## config.mk

```make
export PLATFORM = sky130hd
export DESIGN_NAME = branch_predictor
export DESIGN_NICKNAME = d
export VERILOG_FILES = /design/src/rtl/bp_pkg.sv /design/src/rtl/branch_predictor_sat_counter.sv /design/src/rtl/branch_predictor.sv
export SDC_FILE = /design/constraint.sdc
export NUM_CORES = 1
export LEC_CHECK = 0
export CAP_MARGIN = 0
export CORE_MARGIN = 10
export CORE_UTILIZATION = 54
export CTS_BUF_LIST = sky130_fd_sc_hd__clkbuf_4 sky130_fd_sc_hd__clkbuf_8
export DETAILED_ROUTE_END_ITERATION = 7
export PLACE_DENSITY_LB_ADDON = 0.1
export SYNTH_ARGS = -nofsm -noshare
export SYNTH_HDL_FRONTEND = slang
export SYNTH_HIERARCHICAL = 1
export SYNTH_SLANG_ARGS = --single-unit
```

## constraint.sdc

```tcl
create_clock -name clock -period 7 [get_ports clock]
set_clock_uncertainty 0.05 [all_clocks]
set_input_delay 1.4 -clock clock [delete_from_list [all_inputs] [get_ports clock]]
set_output_delay 1.4 -clock clock [all_outputs]
set_load 0.005 [all_outputs]
```

## src/rtl/bp_pkg.sv

```systemverilog
// -----------------------------------------------------------------------------
// bp_pkg
// Shared definitions for the branch predictor:
//   - MODE encodings (static not-taken / bimodal counter table)
//   - saturating counter limits and reset value as functions of counter width
//   - a single saturating step function used by both the table counters and
//     the lookup bypass path, so the two can never disagree
// Counters are carried in a fixed 4-bit container (ctr_t); callers cast down
// to their actual CTR_W.
// -----------------------------------------------------------------------------
package bp_pkg;

    localparam int CTR_W_MAX = 4;

    typedef logic [CTR_W_MAX-1:0] ctr_t;

    // MODE parameter encodings
    localparam int MODE_STATIC  = 0;
    localparam int MODE_BIMODAL = 1;

    // Saturation ceiling for a w-bit counter: 2**w - 1
    function automatic ctr_t ctr_max(input int w);
        ctr_t m;
        m = '0;
        for (int b = 0; b < CTR_W_MAX; b++) begin
            if (b < w) begin
                m[b] = 1'b1;
            end
        end
        return m;
    endfunction

    // Saturation floor
    function automatic ctr_t ctr_min();
        return '0;
    endfunction

    // Weakly-not-taken: 2**(w-1) - 1, i.e. the ceiling shifted right by one
    function automatic ctr_t ctr_reset_val(input int w);
        return ctr_max(w) >> 1;
    endfunction

    // One saturating step towards taken (up=1) or not-taken (up=0)
    function automatic ctr_t ctr_step(input ctr_t cur, input logic up, input int w);
        ctr_t r;
        r = cur;
        if (up) begin
            if (cur != ctr_max(w)) begin
                r = cur + ctr_t'(1);
            end
        end else begin
            if (cur != ctr_min()) begin
                r = cur - ctr_t'(1);
            end
        end
        return r;
    endfunction

endpackage

```

## src/rtl/branch_predictor_sat_counter.sv

```systemverilog
// -----------------------------------------------------------------------------
// sat_counter
// One CTR_W-bit saturating up/down counter, one entry of the prediction table.
// Ports:
//   clock  in   rising-edge clock
//   reset  in   synchronous active-high reset to weakly-not-taken
//   en     in   apply one step this cycle
//   up     in   step direction: 1 = towards taken, 0 = towards not-taken
//   count  out  current counter value
// Reset has priority over en, so an update in the reset cycle is dropped.
// -----------------------------------------------------------------------------
module sat_counter
    import bp_pkg::*;
#(
    parameter int CTR_W = 2
) (
    input  logic             clock,
    input  logic             reset,
    input  logic             en,
    input  logic             up,
    output logic [CTR_W-1:0] count
);

    logic [CTR_W-1:0] count_q;
    logic [CTR_W-1:0] count_d;

    always_comb begin
        count_d = count_q;
        if (en) begin
            count_d = CTR_W'(ctr_step(ctr_t'(count_q), up, CTR_W));
        end
    end

    always_ff @(posedge clock) begin
        if (reset) begin
            count_q <= CTR_W'(ctr_reset_val(CTR_W));
        end else begin
            count_q <= count_d;
        end
    end

    assign count = count_q;

endmodule

```

## src/rtl/branch_predictor.sv

```systemverilog
// -----------------------------------------------------------------------------
// branch_predictor
// Untagged bimodal branch predictor with resolution statistics.
// Parameters:
//   IDX_W   table index width (2**IDX_W entries)
//   CTR_W   saturating counter width, 1..4
//   MODE    0 = static not-taken, 1 = bimodal counter table
//   STAT_W  statistics counter width
// Ports:
//   clock, reset            rising-edge clock, synchronous active-high reset
//   pc, is_branch           decode-stage lookup
//   past_pc, past_is_branch execute-stage resolution
//   past_wrong              execute branch was mispredicted
//   past_predicted_taken    prediction that was made for the execute branch
//   shouldTakeBranch        zero-latency prediction for the decode branch
//   branch_count            resolved branches (saturating)
//   mispredict_count        resolved mispredictions (saturating)
// Handshake: none. A lookup is valid whenever is_branch=1 and is answered in
// the same cycle; an update is presented whenever past_is_branch=1 and is
// consumed on that rising edge (no backpressure).
// -----------------------------------------------------------------------------
module branch_predictor
    import bp_pkg::*;
#(
    parameter int IDX_W  = 6,
    parameter int CTR_W  = 2,
    parameter int MODE   = 1,
    parameter int STAT_W = 16
) (
    input  logic              clock,
    input  logic              reset,
    input  logic [31:0]       pc,
    input  logic              is_branch,
    input  logic [31:0]       past_pc,
    input  logic              past_is_branch,
    input  logic              past_wrong,
    input  logic              past_predicted_taken,
    output logic              shouldTakeBranch,
    output logic [STAT_W-1:0] branch_count,
    output logic [STAT_W-1:0] mispredict_count
);

    localparam int ENTRIES = 1 << IDX_W;

    logic [IDX_W-1:0] rd_idx;
    logic [IDX_W-1:0] wr_idx;
    logic             actual_taken;
    logic [CTR_W-1:0] table_count [ENTRIES];
    logic [CTR_W-1:0] rd_count;
    logic [CTR_W-1:0] lookup_count;
    logic             bypass_hit;

    // Only the low index bits participate; the rest of each PC is ignored.
    assign rd_idx = pc[IDX_W-1:0];
    assign wr_idx = past_pc[IDX_W-1:0];

    logic unused_pc_hi;
    assign unused_pc_hi = ^{pc[31:IDX_W], past_pc[31:IDX_W]};

    // A mispredicted branch went the opposite way from its prediction.
    assign actual_taken = past_predicted_taken ^ past_wrong;

    // ------------------------------------------------------------------
    // Counter table, one flop-based counter per entry so reset clears the
    // whole table in a single edge.
    // ------------------------------------------------------------------
    for (genvar i = 0; i < ENTRIES; i++) begin : g_table
        logic entry_en;
        assign entry_en = past_is_branch && (wr_idx == IDX_W'(i));

        sat_counter #(
            .CTR_W (CTR_W)
        ) u_ctr (
            .clock (clock),
            .reset (reset),
            .en    (entry_en),
            .up    (actual_taken),
            .count (table_count[i])
        );
    end

    // ------------------------------------------------------------------
    // Lookup with write-to-read bypass: when the entry being read is being
    // updated on this edge, predict from the value it is about to take.
    // During reset the update is discarded, so no bypass either.
    // ------------------------------------------------------------------
    assign rd_count   = table_count[rd_idx];
    assign bypass_hit = past_is_branch && !reset && (rd_idx == wr_idx);

    always_comb begin
        lookup_count = rd_count;
        if (bypass_hit) begin
            lookup_count = CTR_W'(ctr_step(ctr_t'(rd_count), actual_taken, CTR_W));
        end
    end

    assign shouldTakeBranch = is_branch && (MODE == MODE_BIMODAL) && lookup_count[CTR_W-1];

    // ------------------------------------------------------------------
    // Statistics, kept in every MODE.
    // ------------------------------------------------------------------
    logic [STAT_W-1:0] branch_count_q;
    logic [STAT_W-1:0] branch_count_d;
    logic [STAT_W-1:0] mispredict_count_q;
    logic [STAT_W-1:0] mispredict_count_d;

    always_comb begin
        branch_count_d     = branch_count_q;
        mispredict_count_d = mispredict_count_q;
        if (past_is_branch) begin
            if (!(&branch_count_q)) begin
                branch_count_d = branch_count_q + STAT_W'(1);
            end
            if (past_wrong && !(&mispredict_count_q)) begin
                mispredict_count_d = mispredict_count_q + STAT_W'(1);
            end
        end
    end

    always_ff @(posedge clock) begin
        if (reset) begin
            branch_count_q     <= '0;
            mispredict_count_q <= '0;
        end else begin
            branch_count_q     <= branch_count_d;
            mispredict_count_q <= mispredict_count_d;
        end
    end

    assign branch_count     = branch_count_q;
    assign mispredict_count = mispredict_count_q;

endmodule

```

# Word-level counts from Yosys, hierarchy flattened
# Cells that the tools add are included.
[totals] register_bits=160 out_inout_bits=33 elab_cells=928
[op_classes] n_addsub=132 order_cmp=1 n_eq_ne=193 n_mux=265 bitwise=3 n_reduce_logical=268
[ops] cell="2-to-1 mux 2 bit" n=198
[ops] cell="nonzero test 2 bit" n=129
[ops] cell="== test 6 bit (second input constant)" n=32
[ops] cell="AND reduction 3 bit" n=64
[ops] cell="adder 2 x 1 -> 2 bit (second input constant)" n=65
[ops] cell="inequality test 2 bit" n=65
[ops] cell="subtractor 2 x 1 -> 2 bit (second input constant)" n=65
[ops] cell="inequality test 2 x 1 -> 1 bit (second input constant)" n=64
[ops] cell="== test 6 x 5 -> 1 bit (second input constant)" n=16
[ops] cell="logical AND 1 bit" n=68
[ops] cell="2-to-1 mux 1 bit" n=66
[ops] cell="== test 6 x 4 -> 1 bit (second input constant)" n=8
[ops] cell="adder 16 x 1 -> 16 bit (second input constant)" n=2
[ops] cell="AND reduction 16 bit" n=2
[ops] cell="== test 6 x 3 -> 1 bit (second input constant)" n=4
[ops] cell="binary-select mux 2 bit (select 6 bit)" n=1
[ops] cell="== test 6 x 2 -> 1 bit (second input constant)" n=2
[ops] cell=">= comparator 7 bit (second input constant)" n=1
[ops] cell="NOT 6 -> 7 bit" n=1
[ops] cell="== test 6 x 1 -> 1 bit (second input constant)" n=1
[ops] cell="== test 6 bit" n=1
[ops] cell="logical NOT 6 bit" n=1
[ops] cell="AND reduction 2 bit" n=2
[ops] cell="logical NOT 1 bit" n=2
[ops] cell="other kinds (2)" n=2

# Longest topological paths before layout
# Gate-level depths: netlist of run 1.
[logic_depth] word_depth=9 mapped_depth=8

# Hierarchy
# The synthesis of run 1 kept the hierarchy.
[modules_own_cells] module="sat_counter" n_inst=64 cells_each=11 area_each_um2=105.1 seq_area_each_um2=40.0
[modules_own_cells] module="branch_predictor" n_inst=1 cells_each=378 area_each_um2=3115.5 seq_area_each_um2=640.6

# Least setup slack after synthesis of run 1
# Ideal clock, no wire load.
[synth_timing] kind="input port to output port" start="input port past_wrong" end="output port shouldTakeBranch" arrival_ns=5.450 setup_slack_ns=0.100 stages=5 n_path_buf=0 path_cell_list="xnor2_1 > inv_1 > nor3_1 > nor3_1 > o21a_1"
[synth_via] elab_chain_cells=4
[synth_rtl] element="start: declaration" line_no="branch_predictor.sv:36" source="input logic past_wrong,"
[synth_rtl] element="XOR 1 bit" line_no="branch_predictor.sv:61" source="assign actual_taken = past_predicted_taken ^ past_wrong;"
[synth_rtl] element="net actual_taken" line_no="branch_predictor.sv:47" source="logic actual_taken;"
[synth_rtl] element="2-to-1 mux 2 bit" line_no="bp_pkg.sv:47" source="if (up) begin"
[synth_rtl] element="2-to-1 mux 2 bit" line_no="branch_predictor.sv:92" source="if (bypass_hit) begin"
[synth_rtl] element="logical AND 1 bit" line_no="branch_predictor.sv:97" source="assign shouldTakeBranch = is_branch && (MODE == MODE_BIMODAL) && lookup_count[CTR_W-1];"
[synth_rtl] element="end: declaration" line_no="branch_predictor.sv:38" source="output logic shouldTakeBranch,"
# The timed path passes the listed nets, and every way through them passes these cells.

# Final worst setup path of run 1
[layout_timing] start="input port pc[0]" end="output port shouldTakeBranch"
[layout_via] elab_chain_cells=9 elab_cells_between_ends=15
[layout_rtl] element="start: declaration" line_no="branch_predictor.sv:32" source="input logic [31:0] pc,"
[layout_rtl] element="NOT 6 -> 7 bit (not written as such)" line_no="branch_predictor.sv:87" source="assign rd_count = table_count[rd_idx];"
[layout_rtl] element="binary-select mux 2 bit (select 6 bit)" line_no="branch_predictor.sv:87"
[layout_rtl] element="2-to-1 mux 2 bit (not written as such) (2 in a row)" line_no="branch_predictor.sv:87"
[layout_rtl] element="subtractor 2 x 1 -> 2 bit, or another cell as far along" line_no="bp_pkg.sv:53" source="r = cur - ctr_t'(1);"
[layout_rtl] element="2-to-1 mux 2 bit, on equally long branches" line_no="bp_pkg.sv:52, bp_pkg.sv:48"
[layout_rtl] element="2-to-1 mux 2 bit" line_no="bp_pkg.sv:47"
[layout_rtl] element="2-to-1 mux 2 bit *" line_no="branch_predictor.sv:92"
[layout_rtl] element="logical AND 1 bit *" line_no="branch_predictor.sv:97"
# Every way passes the cells marked *; elsewhere a longest branch is shown, timed or not. The select of a mux whose other input is x is not followed.

==> results by group, run 1 <==
Floorplan
  – # IOs: 103
  – Starting Density: 0.548
  – Core Region: 18,000 um2
  – Core Rows: 49
  – Die area: 24,000 um2
  – DIE WIDTH: 155 um
  – Height of the chip: 155 um

Clocking
  – Worst skew pair latency: 0.46 ns
  – Clock sinks: 160
  – Worst-case clock buffer depth: 2
  – Post-CTS Hold Buffers: 0
  – Root Buffer: clkbuf_8
  – TritonCTS clock tree: built
  – H-tree Lvls: 4
  – Post_cts resized: 0
  – Clock-pin slew on the worst setup and hold paths: 0.10 ns
  – CTS Buf Count: 17
  – Postcts setup bufs: 0

Cells and area
  – Area growth syn-to-layout: 10.6%
  – Layout cell share with drive strength beyond 1: 0.117
  – Nets: 1,202
  – N_diodes: 0

Synth
  – Post-synth top area share: 0.325
  – Post-synthesis instance total: 1,082
  – FFs w/ async S/R, synth: 0
  – Synthesized Nets: 1,154
  – EDFF count, synth: 0
  – Netlist cell types: 52
  – Area leader, netlist: dfxtp_1
  – Register area share after synthesis: 0.325
  – Syn Area/Cell: 9.10 um2
  – Syn. warnings: 6
  – Synth top area cells: dfxtp_1, a21bo_1, a221o_1
  – Mapped cell area: 9840 um2
  – FF+latch count, synth: 160
  – Main synth FF type: dfxtp_1

Routing
  – Drt drc: 0
  – Vias/cell: 5.97
  – Initial DRC Count: 663
  – Post-DR wirelength/cell: 17.1 um
  – Routed via count: 8,190
  – Detailed Route WL: 23.5 mm
  – Post-route ant nets: 0
  – DRT Pass-1 Iters: 5

Power and ir drop
  – Switch Pwr: 666 uW
  – Logic pwr share: 0.179
  – Sequential fraction of design power: 0.516
  – Clock power share: 0.304
  – Power per standard cell area: 192 nW/um2
  – Leak: 0.00349 uW
  – Pint: 1420 uW
  – Switching Fraction: 0.319
  – Peak supply drop: 137 uV

Worst setup path
  – Top Family by Delay on Critical Path: buffers and inverters
  – Type of origin of the critical path: input pin
  – Worst path slowest cell: buf_2
  – Crit-path max FO: 23
  – Reg2reg setup slack: 5.00 ns
  – Worst path arrival time: 4.23 ns
  – Crit end category: primary output
  – CP startpoint: pc[0]
  – Levels on crit path: 9
  – FF-to-FF End: mispredict_count[15]
  – Crit Path Category: in -> out
  – Worst R2R Path Depth: 5
  – Max incr delay on CP: 0.61 ns
  – CP required: 5.55 ns
  – Worst path bufs/invs: 3
  – Worst path cell trace: buf_2, buf_4, mux4_2, a22oi_1, a21oi_1, nor4_2, nor3_1, o21a_1, clkdlybuf4s50_1
  – Critical R2R Launch: mispredict_count[9]

Min path
  – HP Start: g_table[50].u_ctr/count[0]
  – Hold crit path type: reg -> reg
  – Hold path cells: 2
  – Worst hold path endpoint: g_table[50].u_ctr/count[1]

Place
  – Hpwl dp: 15.5 mm
  – RD Place Congestion: 0.845
  – Post-Place Worst Slack: 1.28 ns
  – Buffers on Ports: 50

Global routing
  – Global-route wire length before repair: 38.4 mm
  – Vias in the first global route: 7,514
  – Overflow after GRT: 0
  – Gr usage total: 0.190
  – Largest net degree at the start of global routing: 117
  – Initial antenna violation count: 0

Timing
  – Fmax: 0.176 GHz
  – Final Hold Vio Count: 0
  – Minimum clock period: 5.68 ns
  – PnR worst setup slack: 1.32 ns
  – RSZ-0062 raised after global routing: false
  – Final setup fails: 0
  – Tightest Pin Transition: 1.04 ns
  – Relative slew slack: 0.307
  – Max-slew violations: 0
  – Final worst-path cycle share: 0.812
  – TNS Setup: 0 ns

Flow run
  – MaxCap Viol Count: 0

Run status
  – Status: finished clean
area by class of cell:
cell class | count | area [um2]
Sequential cell | 160 | 3200
Fill cell | 1574 | 7080
Timing Repair Buffer | 58 | 552
Clock buffer | 18 | 248
Inverter | 68 | 260
Multi-Input combinational cell | 825 | 6230
Clock inverter | 14 | 108
Tap cell | 229 | 287
tightest hold or removal path, delay by kind of cell, from the launching register on:
kind               cells  cell delay, ns
DFF                    1            0.35
and+or+nand+nor        1            0.08
AOI/OAI and AO/OA      1            0.06
placed cells by master (no fill, tap or decap), types with 2 or more instances in the layout:
cell / instances
nor2_1: 104
nand3_1: 18
or3_1: 3
dfxtp_1: 160
and4_1: 5
nand4_1: 11
clkbuf_8: 18
mux2i_1: 7
clkinv_4: 4
buf_4: 8
nor2b_2: 64
mux4_2: 22
mux4_1: 8
a221o_1: 64
clkinvlp_4: 3
o21ai_0: 2
o32ai_1: 65
xor2_1: 17
inv_1: 67
nand2b_1: 68
nor4_1: 2
ha_1: 2
nand3b_1: 2
o21a_1: 2
and3_1: 3
clkinv_2: 3
a2111oi_0: 2
or2_1: 64
xnor2_1: 17
nor3_1: 11
inv_6: 5
buf_2: 2
o22ai_1: 2
a21bo_1: 64
mux2_2: 2
nand2_1: 26
a21oi_1: 71
nor2b_1: 73
clkdlybuf4s50_1: 47
a22oi_1: 10
flip-flops by register name (all words and copies together), names as in the netlist:
name	flops
branch_count	16
g_table.u_ctr/count	128
mispredict_count	16
per-stage QoR:
step	total power [uW]	cell area [um2]	instances	hold WS, ns	util
2_1_floorplan	1350	9840	1082	0.432	-
6_report	2090	10900	1372	0.467	0.606
5_1_grt	2200	10900	1372	0.491	0.606
3_5_place_dp	1470	10500	1340	0.455	0.586
4_1_cts	2100	10900	1372	0.465	0.606
3_3_place_gp	1450	10500	1340	0.455	0.586
Yosys cell counts (26+ instances only):
master      n
nand2_1    26
nor2_1    104
nor2b_2    64
a21oi_1    71
or2_1      64
o32ai_1    65
inv_1      68
nor2b_1    73
a21bo_1    64
nand2b_1   68
a221o_1    64
dfxtp_1   160
cells by family after synthesis:
group | synth area share
buf+inv | 0.0417
simple gates | 0.275
compound gates | 0.244
mux | 0.0811
fa+ha+maj | 0.00254
xor+xnor | 0.0303
flops | 0.325
worst max-delay path by stage:
stage | endpoint | slack, ns
2_1_floorplan | shouldTakeBranch | 0.1
3_3_place_gp | shouldTakeBranch | 1.30
3_5_place_dp | shouldTakeBranch | 1.28
4_1_cts | shouldTakeBranch | 1.27
5_1_grt | shouldTakeBranch | 1.15
6_report | shouldTakeBranch | 1.32
power by group through the flow:
stage / clock, uW / sequential (uW) / combinational, uW
4_1_cts: 651 / 1070 / 374
3_5_place_dp: 0 / 1090 / 372
2_1_floorplan: 0 / 1070 / 288
6_report: 635 / 1080 / 374
5_1_grt: 690 / 1090 / 417
3_3_place_gp: 0 / 1090 / 361
routing by layer:
metal / part of all wire / routed length [um] / track usage / vias to the layer above
met5: 0 / 0 / 0 / -
met4: 0.016 / 370 / 0.0531 / 0
met3: 0.050 / 1170 / 0.0430 / 27
met2: 0.47 / 11100 / 0.306 / 153
met1: 0.46 / 10900 / 0.250 / 3940
li1: - / - / - / 4070
No activity file was read; power rests on OpenSTA's default activity.
==> run 2, diff against run 1 <==
clock period = 4.65 ns   (was 7 ns; I/O delays follow)
==> run 2 against run 1 <==
  * Power up 53%
  * Final area up 1.5%
  * Sequential power up 50%
  * Largest cell class unchanged
==> results by group, run 2 (synthesis gave the netlist of run 1 again) <==
Run status
  – Status: finished clean (unchanged)

Min path
  – Hold path cells: 2 (unchanged)
  – Hold crit path type: reg -> reg (unchanged)
  – Worst hold path endpoint: g_table[53].u_ctr/count[1] (was g_table[50].u_ctr/count[1])
  – HP Start: g_table[53].u_ctr/count[0] (was g_table[50].u_ctr/count[0])

Timing
  – Fmax: 0.222 GHz
  – Final worst-path cycle share: 0.970
  – Tightest Pin Transition: 1.08 ns (was 1.04 ns)
  – Final setup fails: 0 (unchanged)
  – Minimum clock period: 4.51 ns
  – Max-slew violations: 0 (unchanged)
  – Final Hold Vio Count: 0 (unchanged)
  – Relative slew slack: 0.282 (was 0.307)
  – PnR worst setup slack: 0.141 ns (was 1.32 ns)
  – RSZ-0062 raised after global routing: false (unchanged)

Cells and area
  – Commonest non-fill, non-tap cell in the layout: dfxtp_1 (unchanged)
  – Area growth syn-to-layout: 12.3% (was 10.6%)
  – Most frequent cells in the layout: dfxtp_1, nor2_1, nor2b_1 (unchanged)
  – N_diodes: 0 (unchanged)
  – Final non-filler cell total: 1,380 (was 1,372)
  – Number of flip-flops in the largest register: 128 (unchanged)
  – Nets: 1,210 (was 1,202)
  – Layout cell share with drive strength beyond 1: 0.124 (was 0.117)

Floorplan
  – Core Region: 18,000 um2 (unchanged)
  – DIE WIDTH: 155 um (unchanged)
  – Starting Density: 0.548 (unchanged)
  – Core Rows: 49 (unchanged)
  – Die area: 24,000 um2 (unchanged)
  – Height of the chip: 155 um (unchanged)
  – # IOs: 103 (unchanged)

Worst setup path
  – Max incr delay on CP: 0.75 ns (was 0.61 ns)
  – FF-to-FF End: mispredict_count[10] (was mispredict_count[15])
  – Crit end category: primary output (unchanged)
  – Crit Path Category: in -> out (unchanged)
  – Worst path slowest cell: clkdlybuf4s50_1 (was buf_2)
  – CP required: 3.67 ns (was 5.55 ns)
  – Type of origin of the critical path: input pin (unchanged)
  – Critical R2R Launch: mispredict_count[8] (was mispredict_count[9])
  – Most used cell, CP: clkdlybuf4s50_1
  – Crit-path max FO: 10 (was 23)
  – Worst path cell trace: clkdlybuf4s50_1, nor2b_1, a22oi_1, a211oi_1, nor4_2, nor3_1, o21a_1, clkdlybuf4s50_1 (was buf_2, buf_4, mux4_2, a22oi_1, a21oi_1, nor4_2, nor3_1, o21a_1, clkdlybuf4s50_1)
  – Worst path arrival time: 3.53 ns (was 4.23 ns)
  – Worst R2R Path Depth: 6 (was 5)
  – Reg2reg setup slack: 2.61 ns (was 5.00 ns)

Place
  – Buffers on Ports: 50 (unchanged)
  – RD Place Congestion: 0.878 (was 0.845)
  – Post-Place Worst Slack: 0.231 ns (was 1.28 ns)
  – Post-Place Cells: 1,348 (was 1,340)
  – Hpwl dp: 16.2 mm (was 15.5 mm)

Routing
  – Routed via count: 8,250 (was 8,190)
  – Detailed Route WL: 24.3 mm (was 23.5 mm)
  – Drt drc: 0 (unchanged)
  – Initial DRC Count: 506 (was 663)
  – Post-DR wirelength/cell: 17.6 um (was 17.1 um)
  – DRT Pass-1 Iters: 5 (unchanged)
  – Post-route ant nets: 0 (unchanged)
  – Vias/cell: 5.98 (was 5.97)

Flow run
  – MaxCap Viol Count: 0 (unchanged)

Global routing
  – Vias in the first global route: 7,654 (was 7,514)
  – Overflow after GRT: 0 (unchanged)
  – Largest net degree at the start of global routing: 257 (was 117)
  – Global-route wire length before repair: 39.6 mm (was 38.4 mm)
  – Initial antenna violation count: 0 (unchanged)
  – Gr usage total: 0.197 (was 0.190)

Clocking
  – TritonCTS clock tree: built (unchanged)
  – H-tree Lvls: 4 (unchanged)
  – Worst-case clock buffer depth: 2 (unchanged)
  – Postcts setup bufs: 0 (unchanged)
  – Root Buffer: clkbuf_8 (unchanged)
  – Clock-pin slew on the worst setup and hold paths: 0.10 ns (about the same)
  – Post-CTS Hold Buffers: 0 (unchanged)
  – Worst skew pair latency: 0.47 ns (was 0.46 ns)
  – CTS Buf Count: 17 (unchanged)
  – Post_cts resized: 0 (unchanged)
  – Clock sinks: 160 (unchanged)

Power and ir drop
  – Leak: 0.00357 uW (was 0.00349 uW)
  – Peak supply drop: 266 uV (was 137 uV)
  – Power per standard cell area: 290 nW/um2 (was 192 nW/um2)
[run 2: changes by cell type in the layout (fill, tap and decap cells not counted)]
cell | before | now
buf_12 | 0 | 5
buf_4 | 8 | 11
clkbuf_4 | 0 | 2
clkbuf_8 | 18 | 21
clkinv_2 | 3 | 0
clkinvlp_4 | 3 | 4
inv_6 | 5 | 2
xnor2_1 | 17 | 16
xnor2_4 | 0 | 1
[run 2: layer usage]
layer / up-vias / track usage / wire length [um]
li1: 4083 / - / -
met1: 3984 / 0.277 / 11800
met2: 161 / 0.303 / 11100
met3: 22 / 0.0358 / 1120
met4: 0 / 0.0517 / 265
met5: - / 0 / 0
[run 2: report_power, final]
group          total [uW]  switching [uW]  internal (uW)
clock network        1000             557            445
logic                 579             300            278
registers            1620             138           1480
[run 2: worst max path at each step]
| stage | startpoint | endpoint | slack (ns) |
|---|---|---|---|
| global route | pc[0] | shouldTakeBranch | 0.11 |
| floorplan | past_predicted_taken | shouldTakeBranch | -0.25 |
| CTS | pc[2] | shouldTakeBranch | 0.21 |
| global placement | pc[2] | shouldTakeBranch | 0.24 |
| finish | pc[2] | shouldTakeBranch | 0.14 |
| detailed placement | pc[2] | shouldTakeBranch | 0.23 |
[run 2: critical path, delay by kind of cell]
family | cells | cell delay (ns)
buf+inv | 2 | 1.26
simple gates | 3 | 0.69
compound gates | 3 | 0.63
[run 2: final cells by class]
cell class | instances | area (um2)
fill | 1567 | 6910
sequential | 160 | 3200
timing repair buffer | 66 | 674
inverter | 68 | 259
clock buffer | 23 | 304
tap | 229 | 287
multi-input combinational | 825 | 6250
clock inverter | 9 | 75.1
[run 2: per-stage QoR]
step	area, um2	utilization	power [uW]	TNS, ns	hold WS (ns)
finish	11000	0.615	3200	0	0.468
global route	11000	0.615	3360	0	0.489
CTS	11000	0.615	3220	0	0.465
detailed placement	10700	0.594	2220	0	0.458
global placement	10700	0.594	2200	0	0.451
floorplan	9860	-	2040	-0.250	0.432
==> run 3, diff against run 2 <==
SLEW_MARGIN = 40   (was not set)
==> run 3 against run 2 <==
  * Clock power increased by 6%
  * Highest routed layer unchanged
  * Combinational power rose by 0.7%
  * Sequential power barely moved
  * Critical path type unchanged
==> results by group, run 3 (synthesis gave the netlist of run 1 again) <==
Run status
  – Status: finished clean (unchanged)

Global routing
  – Gr usage total: 0.198 (was 0.197)
  – Largest net degree at the start of global routing: 257 (unchanged)
  – Overflow after GRT: 0 (unchanged)
  – Global-route wire length before repair: 39.8 mm (was 39.6 mm)
  – Initial antenna violation count: 0 (unchanged)
  – Vias in the first global route: 7,624 (was 7,654)

Cells and area
  – Layout cell share with drive strength beyond 1: 0.127 (was 0.124)
  – Finished Core Util: 0.619 (was 0.615)
  – Commonest non-fill, non-tap cell in the layout: dfxtp_1 (unchanged)
  – Most frequent cells in the layout: dfxtp_1, nor2_1, nor2b_1 (unchanged)
  – Area growth syn-to-layout: 13.0% (was 12.3%)
  – N_diodes: 0 (unchanged)
  – Fillers: 1,544 (was 1,567)
  – Number of flip-flops in the largest register: 128 (unchanged)
  – Final non-filler cell total: 1,382 (was 1,380)
  – Nets: 1,212 (was 1,210)

Timing
  – Final Hold Vio Count: 0 (unchanged)
  – Relative slew slack: 0.511 (was 0.282)
  – Tightest Pin Transition: 0.731 ns (was 1.08 ns)
  – RSZ-0062 raised after global routing: false (unchanged)
  – Fmax: 0.224 GHz (was 0.222 GHz)
  – Final setup fails: 0 (unchanged)
  – TNS Setup: 0 ns (unchanged)
  – Final worst-path cycle share: 0.960 (was 0.970)
  – Max-slew violations: 0 (unchanged)
  – PnR worst setup slack: 0.186 ns (was 0.141 ns)
  – Minimum clock period: 4.46 ns (was 4.51 ns)

Clocking
  – Worst-case clock buffer depth: 2 (unchanged)
  – Post_cts resized: 0 (unchanged)
  – Worst skew pair latency: 0.48 ns (was 0.47 ns)
  – Root Buffer: clkbuf_8 (unchanged)
  – Clock sinks: 160 (unchanged)
  – Clock-pin slew on the worst setup and hold paths: 0.09 ns (was 0.10 ns)
  – TritonCTS clock tree: built (unchanged)
  – Postcts setup bufs: 0 (unchanged)
  – CTS Buf Count: 17 (unchanged)
  – H-tree Lvls: 4 (unchanged)
  – Post-CTS Hold Buffers: 0 (unchanged)

Routing
  – Routed via count: 8,283 (was 8,250)
  – Drt drc: 0 (unchanged)
  – Post-route ant nets: 0 (unchanged)
  – Detailed Route WL: 24.0 mm (was 24.3 mm)
  – Post-DR wirelength/cell: 17.4 um (was 17.6 um)
  – Initial DRC Count: 597 (was 506)
  – Vias/cell: 5.99 (was 5.98)
  – DRT Pass-1 Iters: 7 (was 5)

Place
  – Buffers on Ports: 50 (unchanged)
  – Post-Place Worst Slack: 0.242 ns (was 0.231 ns)
  – RD Place Congestion: 0.878 (unchanged)
  – Hpwl dp: 16.2 mm (about the same)
  – Post-Place Cells: 1,349 (was 1,348)

Floorplan
  – Core Region: 18,000 um2 (unchanged)
  – Height of the chip: 155 um (unchanged)
  – DIE WIDTH: 155 um (unchanged)
  – Core Rows: 49 (unchanged)
  – # IOs: 103 (unchanged)
  – Starting Density: 0.548 (unchanged)
  – Die area: 24,000 um2 (unchanged)

Worst setup path
  – Crit-path max FO: 10 (unchanged)
  – CP required: 3.67 ns (about the same)
  – Crit Path Category: in -> out (unchanged)
  – Worst path arrival time: 3.48 ns (was 3.53 ns)
  – Crit end category: primary output (unchanged)
  – Type of origin of the critical path: input pin (unchanged)

Power and ir drop
  – Power per standard cell area: 294 nW/um2 (was 290 nW/um2)
  – Peak supply drop: 204 uV (was 266 uV)
  – Leak: 0.00361 uW (was 0.00357 uW)
  – Power consumption: 3270 uW (was 3200 uW)

Flow run
  – MaxCap Viol Count: 0 (unchanged)

Min path
  – Hold crit path type: reg -> reg (unchanged)
==> run 3: cell count changes in the layout (fill, tap and decap cells not counted), moves of 2 or more <==
cell	change
clkinv_2	+5
clkbuf_8	-4
clkinvlp_4	-3
inv_6	+3
buf_4	-2
buf_6	+2
bufinv_16	+2
clkbuf_4	-2
clkinv_4	-2
==> run 3: layout make-up <==
class,instances,area (um2),share of cell area
multi-input combinational,825,6250,0.562
sequential,160,3200,0.288
timing repair buffer,68,724,0.0652
tap,229,287,0.0258
inverter,68,259,0.0233
clock buffer,17,234,0.0210
clock inverter,15,158,0.0142
==> run 3: stage by stage <==
stage / cell area, um2 / hold slack, ns
floorplan: 9860 / 0.432
CTS: 11100 / 0.470
finish: 11100 / 0.471
global placement: 10700 / 0.451
detailed placement: 10700 / 0.456
global route: 11100 / 0.497
==> run 3: critical path, stage by stage <==
cell and delay, ns:
clkdlybuf4s50_1 0.75, nor2b_1 0.33, a22oi_1 0.12, a211oi_1 0.30
nor4_2 0.09, nor3_1 0.26, o21a_1 0.19, clkdlybuf4s50_1 0.51
==> run 3: final timing paths <==
kind	startpoint	to	slack, ns	cells past startpoint
max	pc[2]	shouldTakeBranch	0.19	8
max reg2reg	mispredict_count[8]	mispredict_count[10]	2.61	6
min	g_table[25].u_ctr/count[1]	g_table[25].u_ctr/count[1]	0.47	2
min reg2reg	g_table[25].u_ctr/count[1]	g_table[25].u_ctr/count[1]	0.47	2
==> run 3: where the power goes <==
group          switching (uW)  internal (uW)
Clock                     577            485
Combinational             298            284
Sequential                138           1480
==> run 3: per-layer routing <==
layer | up-vias | track usage | wire, um
li1 | 4089 | - | -
met1 | 4016 | 0.278 | 11800
met2 | 153 | 0.306 | 11000
met3 | 25 | 0.0356 | 899
met4 | 0 | 0.0495 | 241
met5 | - | 0 | 0
